**src/rtl/muldiv_engine.sv**
```systemverilog
// Iterative signed multiply/divide engine: one bit per RUN cycle, tag passthrough, kill, exceptions.
// Latency: WIDTH+1 edges from accept to the fall of result_rdy (1 edge for a divide-by-zero when MULDIV_FAST_DIV0_EN is defined).
// Backpressure: busy holds issue while running; starts seen in RUN, or with kill or both starts high, are dropped.
module muldiv_engine #(
    parameter int WIDTH = 32,
    parameter int TAG_W = 5
) (
    input  logic             clock,
    input  logic             reset,
    input  logic             start_mul,
    input  logic             start_div,
    input  logic [WIDTH-1:0] operand_a,
    input  logic [WIDTH-1:0] operand_b,
    input  logic [TAG_W-1:0] tag_in,
    input  logic             kill,
    output logic             busy,
    output logic             result_rdy,
    output logic [WIDTH-1:0] result,
    output logic             exception,
    output logic [TAG_W-1:0] tag_out
);
    localparam int CW = $clog2(WIDTH);
    localparam logic [WIDTH-1:0] MIN_VAL = {1'b1, {(WIDTH-1){1'b0}}};

    typedef enum logic [1:0] {IDLE, RUN, DONE} state_t;

    state_t             state_q, state_d;
    logic [CW-1:0]      cnt_q, cnt_d;
    logic               is_div_q, is_div_d;
    logic               neg_q, neg_d;
    logic               div0_q, div0_d;
    logic               ovf_q, ovf_d;
    logic [WIDTH-1:0]   mag_q, mag_d;
    logic [2*WIDTH-1:0] acc_q, acc_d;
    logic [TAG_W-1:0]   tag_q, tag_d;
    logic [WIDTH-1:0]   result_q, result_d;
    logic               exc_q, exc_d;
    logic [TAG_W-1:0]   tag_out_q, tag_out_d;

    logic               a_neg, b_neg, b_zero, ovf_in, accept;
    logic [WIDTH-1:0]   a_mag, b_mag;
    logic [WIDTH:0]     mul_sum, div_shift, div_diff;
    logic               div_ge;
    logic [2*WIDTH-1:0] mul_next, div_next, step_acc, prod_s;
    logic               mul_exc;
    logic [WIDTH-1:0]   quo_s, fin_res;
    logic               fin_exc;

    assign a_neg  = operand_a[WIDTH-1];
    assign b_neg  = operand_b[WIDTH-1];
    // MIN negates to itself, which is exactly 2^(WIDTH-1) read as unsigned.
    assign a_mag  = a_neg ? -operand_a : operand_a;
    assign b_mag  = b_neg ? -operand_b : operand_b;
    assign b_zero = (operand_b == '0);
    assign ovf_in = (operand_a == MIN_VAL) && (&operand_b);
    assign accept = (start_mul ^ start_div) && !kill && (state_q != RUN);

    // Multiply: acc = {partial high, remaining multiplier bits}, shifted right each cycle.
    assign mul_sum  = {1'b0, acc_q[2*WIDTH-1:WIDTH]} + (acc_q[0] ? {1'b0, mag_q} : '0);
    assign mul_next = {mul_sum, acc_q[WIDTH-1:1]};

    // Divide: acc = {partial remainder, dividend bits / quotient bits}, shifted left each cycle.
    // The remainder stays below the divisor, so div_shift never reaches bit WIDTH and
    // the top bit of div_diff is a clean borrow.
    assign div_shift = {acc_q[2*WIDTH-1:WIDTH], acc_q[WIDTH-1]};
    assign div_diff  = div_shift - {1'b0, mag_q};
    assign div_ge    = !div_diff[WIDTH];
    assign div_next  = {(div_ge ? div_diff[WIDTH-1:0] : div_shift[WIDTH-1:0]),
                        acc_q[WIDTH-2:0], div_ge};

    assign step_acc = is_div_q ? div_next : mul_next;

    assign prod_s  = neg_q ? -step_acc : step_acc;
    assign mul_exc = !((&prod_s[2*WIDTH-1:WIDTH-1]) || !(|prod_s[2*WIDTH-1:WIDTH-1]));
    assign quo_s   = neg_q ? -step_acc[WIDTH-1:0] : step_acc[WIDTH-1:0];

    always_comb begin
        fin_res = prod_s[WIDTH-1:0];
        fin_exc = mul_exc;
        if (is_div_q) begin
            if (div0_q) begin
                fin_res = '0;
                fin_exc = 1'b1;
            end else begin
                fin_res = quo_s;
                fin_exc = ovf_q;
            end
        end
    end

    always_comb begin
        state_d   = state_q;
        cnt_d     = cnt_q;
        is_div_d  = is_div_q;
        neg_d     = neg_q;
        div0_d    = div0_q;
        ovf_d     = ovf_q;
        mag_d     = mag_q;
        acc_d     = acc_q;
        tag_d     = tag_q;
        result_d  = result_q;
        exc_d     = exc_q;
        tag_out_d = tag_out_q;
        case (state_q)
            RUN: begin
                if (kill) begin
                    state_d = IDLE;
                end else begin
                    acc_d = step_acc;
                    cnt_d = cnt_q + 1'b1;
                    if (cnt_q == CW'(WIDTH - 1)) begin
                        state_d   = DONE;
                        result_d  = fin_res;
                        exc_d     = fin_exc;
                        tag_out_d = tag_q;
                    end
                end
            end
            default: begin
                state_d = IDLE;
                if (accept) begin
                    state_d  = RUN;
                    cnt_d    = '0;
                    is_div_d = start_div;
                    neg_d    = a_neg ^ b_neg;
                    div0_d   = b_zero;
                    ovf_d    = ovf_in;
                    tag_d    = tag_in;
                    mag_d    = start_div ? b_mag : a_mag;
                    acc_d    = {{WIDTH{1'b0}}, (start_div ? a_mag : b_mag)};
`ifdef MULDIV_FAST_DIV0_EN
                    if (start_div && b_zero) begin
                        state_d   = DONE;
                        result_d  = '0;
                        exc_d     = 1'b1;
                        tag_out_d = tag_in;
                    end
`endif
                end
            end
        endcase
    end

    always_ff @(posedge clock or negedge reset) begin
        if (!reset) begin
            state_q   <= IDLE;
            cnt_q     <= '0;
            is_div_q  <= 1'b0;
            neg_q     <= 1'b0;
            div0_q    <= 1'b0;
            ovf_q     <= 1'b0;
            mag_q     <= '0;
            acc_q     <= '0;
            tag_q     <= '0;
            result_q  <= '0;
            exc_q     <= 1'b0;
            tag_out_q <= '0;
        end else begin
            state_q   <= state_d;
            cnt_q     <= cnt_d;
            is_div_q  <= is_div_d;
            neg_q     <= neg_d;
            div0_q    <= div0_d;
            ovf_q     <= ovf_d;
            mag_q     <= mag_d;
            acc_q     <= acc_d;
            tag_q     <= tag_d;
            result_q  <= result_d;
            exc_q     <= exc_d;
            tag_out_q <= tag_out_d;
        end
    end

    assign busy       = (state_q == RUN);
    assign result_rdy = (state_q == DONE);
    assign result     = result_q;
    assign exception  = exc_q;
    assign tag_out    = tag_out_q;

endmodule

```
**config.mk**
```make
export PLATFORM = sky130hd
export DESIGN_NAME = muldiv_engine
export DESIGN_NICKNAME = d
export VERILOG_FILES = /design/src/rtl/muldiv_engine.sv
export SDC_FILE = /design/constraint.sdc
export NUM_CORES = 1
export LEC_CHECK = 0
export ABC_AREA = 1
export CAP_MARGIN = 15
export CORE_UTILIZATION = 40
export CTS_CLUSTER_DIAMETER = 50
export DETAILED_ROUTE_END_ITERATION = 7
export SETUP_SLACK_MARGIN = 0.5
export SYNTH_ARGS = -nofsm -noshare
export SYNTH_HDL_FRONTEND = slang
export SYNTH_SLANG_ARGS = --single-unit
```
**constraint.sdc**
```tcl
create_clock -name clock -period 5.55 [get_ports clock]
set_clock_uncertainty 0.15 [all_clocks]
set_input_delay 1.665 -clock clock [delete_from_list [all_inputs] [get_ports clock]]
set_output_delay 1.665 -clock clock [all_outputs]
set_load 0.03 [all_outputs]
```
Word-level counts from Yosys, hierarchy flattened
Cells that the tools add are included.
Storage, ports and cells
  logic and storage cells: 69
  register bits after elaboration: 150
Cells by class
  reduce and logical (&&, ||, !) cells: 16
  $add $sub $neg: 7
  bitwise gates (word level): 4
  eq/ne operators: 7
  mux-type cells: 23
Operator list (number)
  $mux 64: 5
  $mux 32: 9
  $neg 32->32: 3
  $neg 64->64: 1
  $add 32x32->33: 1
  $reduce_and 33->1: 1
  $reduce_or 33->1: 1
  $sub 33x32->33: 1
  $eq 32x32->1 const B: 1
  $logic_not 32->1: 1
  $reduce_and 32->1: 1
  $mux 5: 3
  $mux 2: 3
  $add 5x1->5 const B: 1
  $eq 5x5->1 const B: 1
  $logic_not 1->1: 4
  $reduce_and 2->1: 2
  $logic_and 1x1->1: 3
  $mux 1: 3
  $ne 3x2->1 const B: 1
  $reduce_and 3->1: 1
  $eq 2x1->1 const B: 1
  $eq 2x2->1 const B: 1
  $ne 2x1->1 const B: 1
  5 further kinds: 7

Depth between registers and ports, before layout
Gate-level depths: netlist of run 1.
  depth in word-level cells: 10
  gate-level depth with buffers: 39
  depth with buffers taken out: 39

Worst setup path before layout of run 1
No wires, ideal clock.
  path kind: in2reg
  from: in operand_a[0]
  to: reg acc_q[30]
  required time: 5313 ps
  slack: 1263 ps
  path buffers: 0
  arrival time: 4050 ps
  setup time: 87 ps
  stages: 20
  cells stage by stage: inv_1 > ha_1 > inv_1 > nor3_1 > nand2_1 > nor3_1 > inv_1 > nor3_1 > nand2_1 > inv_1 > nand2_1 > or4_1 > nand2_1 > o21ai_1 > nor2_1 > xnor2_1 > clkinv_1 > nand2_1 > o211ai_1 > a22oi_1
On the way
  longest elaborated chain between the ends: 5
RTL lines
  from (decl): line 12  | input logic [WIDTH-1:0] operand_a,
  $neg 32->32: line 52  | assign a_mag = a_neg ? -operand_a : operand_a;
  $mux 32: line 52
  $mux 32: line 130  | acc_d = {{WIDTH{1'b0}}, (start_div ? a_mag : b_mag)};
  $mux 64: line 121  | if (accept) begin
  $mux 64: line 104  | case (state_q)
  to (signal assigned): line 153  | acc_q <= '0;
  to (signal assigned): line 166  | acc_q <= acc_d;
  to (decl): line 34  | logic [2*WIDTH-1:0] acc_q, acc_d;
Every way passes these cells. The select of a mux whose other input is x is not followed.
A chain may end at the register's enable or synchronous reset.

Worst setup path after layout of run 1
  from: reg acc_q[0]
  to: reg exc_q, in the netlist exception
On the way
  longest elaborated chain between the ends: 10
  elaborated cells on any way between the ends: 11
  those cells by class: 2 x add/sub; 4 x mux; 5 x reduce/logical
RTL lines
  $mux 32: line 59  | assign mul_sum = {1'b0, acc_q[2*WIDTH-1:WIDTH]} + (acc_q[0] ? {1'b0, mag_q} : '0);
  $add 32x32->33: line 59
  $mux 64 *: line 71  | assign step_acc = is_div_q ? div_next : mul_next;
  $neg 64->64: line 73  | assign prod_s = neg_q ? -step_acc : step_acc;
  $mux 64 *: line 73
  $reduce_or 33->1: line 74  | assign mul_exc = !((&prod_s[2*WIDTH-1:WIDTH-1]) || !(|prod_s[2*WIDTH-1:WIDTH-1]));
  $logic_not 1->1: line 74
  $logic_or 1x1->1 *: line 74
  $logic_not 1->1 *: line 74
  $mux 1 *: line 80  | if (is_div_q) begin
  to (signal assigned): line 156  | exc_q <= 1'b0;
  to (signal assigned): line 169  | exc_q <= exc_d;
  to (decl): line 37  | logic exc_q, exc_d;
Every way passes the cells marked *; elsewhere a longest branch is shown, timed or not.

==> run summary, run 1 <==
Fin Hold WS -> 0.337 ns
Sink Count -> 150
Worst Setup Path Type -> reg2reg
Die Area -> 0.0419 mm^2
Share of layout cells above drive strength 1 -> 9.03%
Final Hold Vio Count -> 0
All-layer global routing usage -> 34.0%
Worst-margin pin slew -> 0.968 ns
Crit path required time -> 5.75 ns
Detailed Route Iter0 Violations -> 1846
Cell count after synthesis -> 2749
Flops & latches, synth -> 150
Maxcap violations -> 0
Slowest CP cell -> dfrtp_1
Routed WL -> 70400 um
Die H -> 205 um
Worst min path class -> reg2reg
Initial Util -> 41.0%
Cts bufs inserted -> 17
CTS Buffer Depth -> 2
Setup crit start kind -> register
Vias in the first global route -> 17700
Layout Cells excl Fill -> 3393
Max FO, Critical Path -> 32
NumNets Final -> 3001
Post-synthesis net count -> 2895
First-pass GRT wire length -> 106000 um
ANT nets after route -> 0
Setup TNS -> 0 ns
Core Box Area -> 0.0401 mm^2
Final Cell Area -> 0.0194 mm^2
Vias per cell -> 5.56
LEAKAGE -> 0.00971 uW
Placed inst area -> 0.0181 mm^2
Initial antenna violation count -> 0
Synth Flop Type -> dfrtp_1
Mapped Area -> 0.0164 mm^2
Chip width -> 205 um
Root buf cell -> clkbuf_16
Synth Warn # -> 0
Critical Path Most Common Cell -> nand2_1
Clock latency on the worst-skew pair -> 0.49 ns
Via Count -> 18900
Port Buffers -> 113
Worst VDD drop -> 0.335 mV
Number of synthesized flops with an enable pin -> 0
WP data arrival -> 5.12 ns
Largest net degree at the start of global routing -> 88
Clk slew on worst S/H paths -> 0.07 ns
Mapped Avg Cell Area -> 5.98 um^2
Slew Viols, Final -> 0
Num rows -> 73
Status -> finished clean
Diodes inserted -> 0
Seq/Total Area, Yosys -> 22.8%
DR WL/cell -> 20.8 um
Placed cell count -> 3337
Upper clock frequency limit -> 203 MHz
Global placer's final weighted congestion -> 1.04
Max-slew headroom -> 35.4%
Final period utilization -> 88.7%
Initial DRT Pass Iterations -> 7
CTS tree -> done
Total grt overflow -> 0
Fin crit period -> 4.92 ns
Area grow syn2layout -> 18.2%
Crit path largest cell delay -> 0.37 ns
Power per cell area -> 595 mW/mm^2
Final setup viols -> 0
Layout fillers -> 4206
Library cells used by synthesis -> 59
Number of H-tree levels -> 4
DRC errors left -> 0
Detailed Place HPWL -> 56600 um
Ys async rst share -> 100%
Boundary pin count -> 114
RSZ-0062 raised after global routing -> true
Worst Setup End Kind -> register
[sequential cells by signal, summed over array words and instances (netlist names)]
| register | flops |
|---|---|
| is_div_q | 1 |
| result | 32 |
| state_q | 2 |
| tag_out | 5 |
| tag_q | 5 |
| mag_q | 32 |
| acc_q | 64 |
| cnt_q | 5 |
| div0_q | 1 |
| neg_q | 1 |
| ovf_q | 1 |
| exception | 1 |
[stage by stage]
step                      utilization [%]  setup slack, ns  total power [uW]
final                                48.5            0.630             11600
after global routing                 48.5            0.343             12400
after CTS                            46.8            0.532             10900
after detailed placement             45.2            0.229              9560
after global placement               45.2            0.334              9520
after floorplan                         -             1.26              7060
[synth_stat cells (28+ instances only)]
cell type	count	area (um^2)
inv_1	400	1500
nand3_1	187	936
clkbuf_1	57	214
nand2_1	836	3140
o211ai_1	30	225
xor2_1	69	604
ha_1	70	876
xnor2_1	28	245
nand4_1	30	188
nor2_1	277	1040
o21ai_0	169	846
dfrtp_1	150	3750
a21oi_1	118	591
nor3_1	38	190
[logic make-up after synthesis]
logic type	Yosys count	share of synthesized area (%)
AO/OA/AOI/OAI	457	16.5
XOR/XNOR	97	5.17
adder cells (fa/ha/maj)	72	5.57
buffers and inverters	511	12.2
flip-flops	150	22.8
AND/OR/NAND/NOR	1462	37.7
[critical path: cells and delay by family (launching register included)]
family / cells / cell delay, ns
compound gates: 3 / 0.51
fa+ha+maj: 1 / 0.29
buf+inv: 4 / 0.56
flops: 1 / 0.37
simple gates: 22 / 2.89
[layer usage]
metal | wire, um | track usage [%] | vias up
li1 | - | - | 9079
met2 | 32000 | 54.6 | 848
met4 | 4040 | 18.1 | 0
met5 | 0 | 0 | -
met3 | 5010 | 4.71 | 135
met1 | 29300 | 44.0 | 8807
[repair_timing]
item,4_1_cts,5_1_grt
pin swaps,4,31
buffers inserted,4,20
hold buffers,0,0
resized for setup,4,99
endpoints found under the setup margin,1,2
[path summary, 6_finish.rpt]
check | startpoint | endpoint | slack, ns | cells past startpoint
worst max-delay path | acc_q[0]$_DFFE_PN0P_ | exception$_DFFE_PN0P_ | 0.63 | 30
worst min-delay path | result[26]$_DFFE_PN0P_ | result[26]$_DFFE_PN0P_ | 0.34 | 2
worst max register to register | acc_q[0]$_DFFE_PN0P_ | exception$_DFFE_PN0P_ | 0.63 | 30
worst min register to register | result[26]$_DFFE_PN0P_ | result[26]$_DFFE_PN0P_ | 0.34 | 2
max in group asynchronous | reset | acc_q[43]$_DFFE_PN0P_ | 3.27 | 2
min in group asynchronous | reset | result[18]$_DFFE_PN0P_ | 1.07 | 1
[cell type report]
cell class	instances	area, um^2	area share (%)
flip-flops and latches	150	3770	19.4
well taps	525	657	3.38
inverters	425	1600	8.22
clock buffers	18	439	2.26
multi-input cells	2088	11200	57.6
clock inverters	14	179	0.921
repair buffers	173	1600	8.21
[where the power goes]
| part | leakage [uW] | switching (uW) | total (uW) | internal (uW) |
|---|---|---|---|---|
| clock | 0.000307 | 575 | 1270 | 697 |
| combinational | 0.00750 | 5930 | 8560 | 2640 |
| sequential | 0.00191 | 364 | 1730 | 1370 |
[cell usage in the layout, fill, tap and decap left out, types with 25 or more instances in the layout]
cell             count
o211ai_1            30
nand3_1            184
nand2_2             27
nor3_1              37
xnor2_1             28
nor2_1             268
dfrtp_1            142
nand2_1            824
nand4_1             30
a21oi_1            116
xor2_1              69
ha_4                25
buf_4               59
clkdlybuf4s50_1    112
o21ai_0            164
ha_1                43
inv_1              393
inv_2               25
Note: power is estimated with default switching activity, not from simulation.
==> inputs of run 2 (changes only) <==
- CTS_CLUSTER_SIZE: unset -> 25
==> results of run 2 <==
Final layout, timing and power as in run 1 (identical DEF).
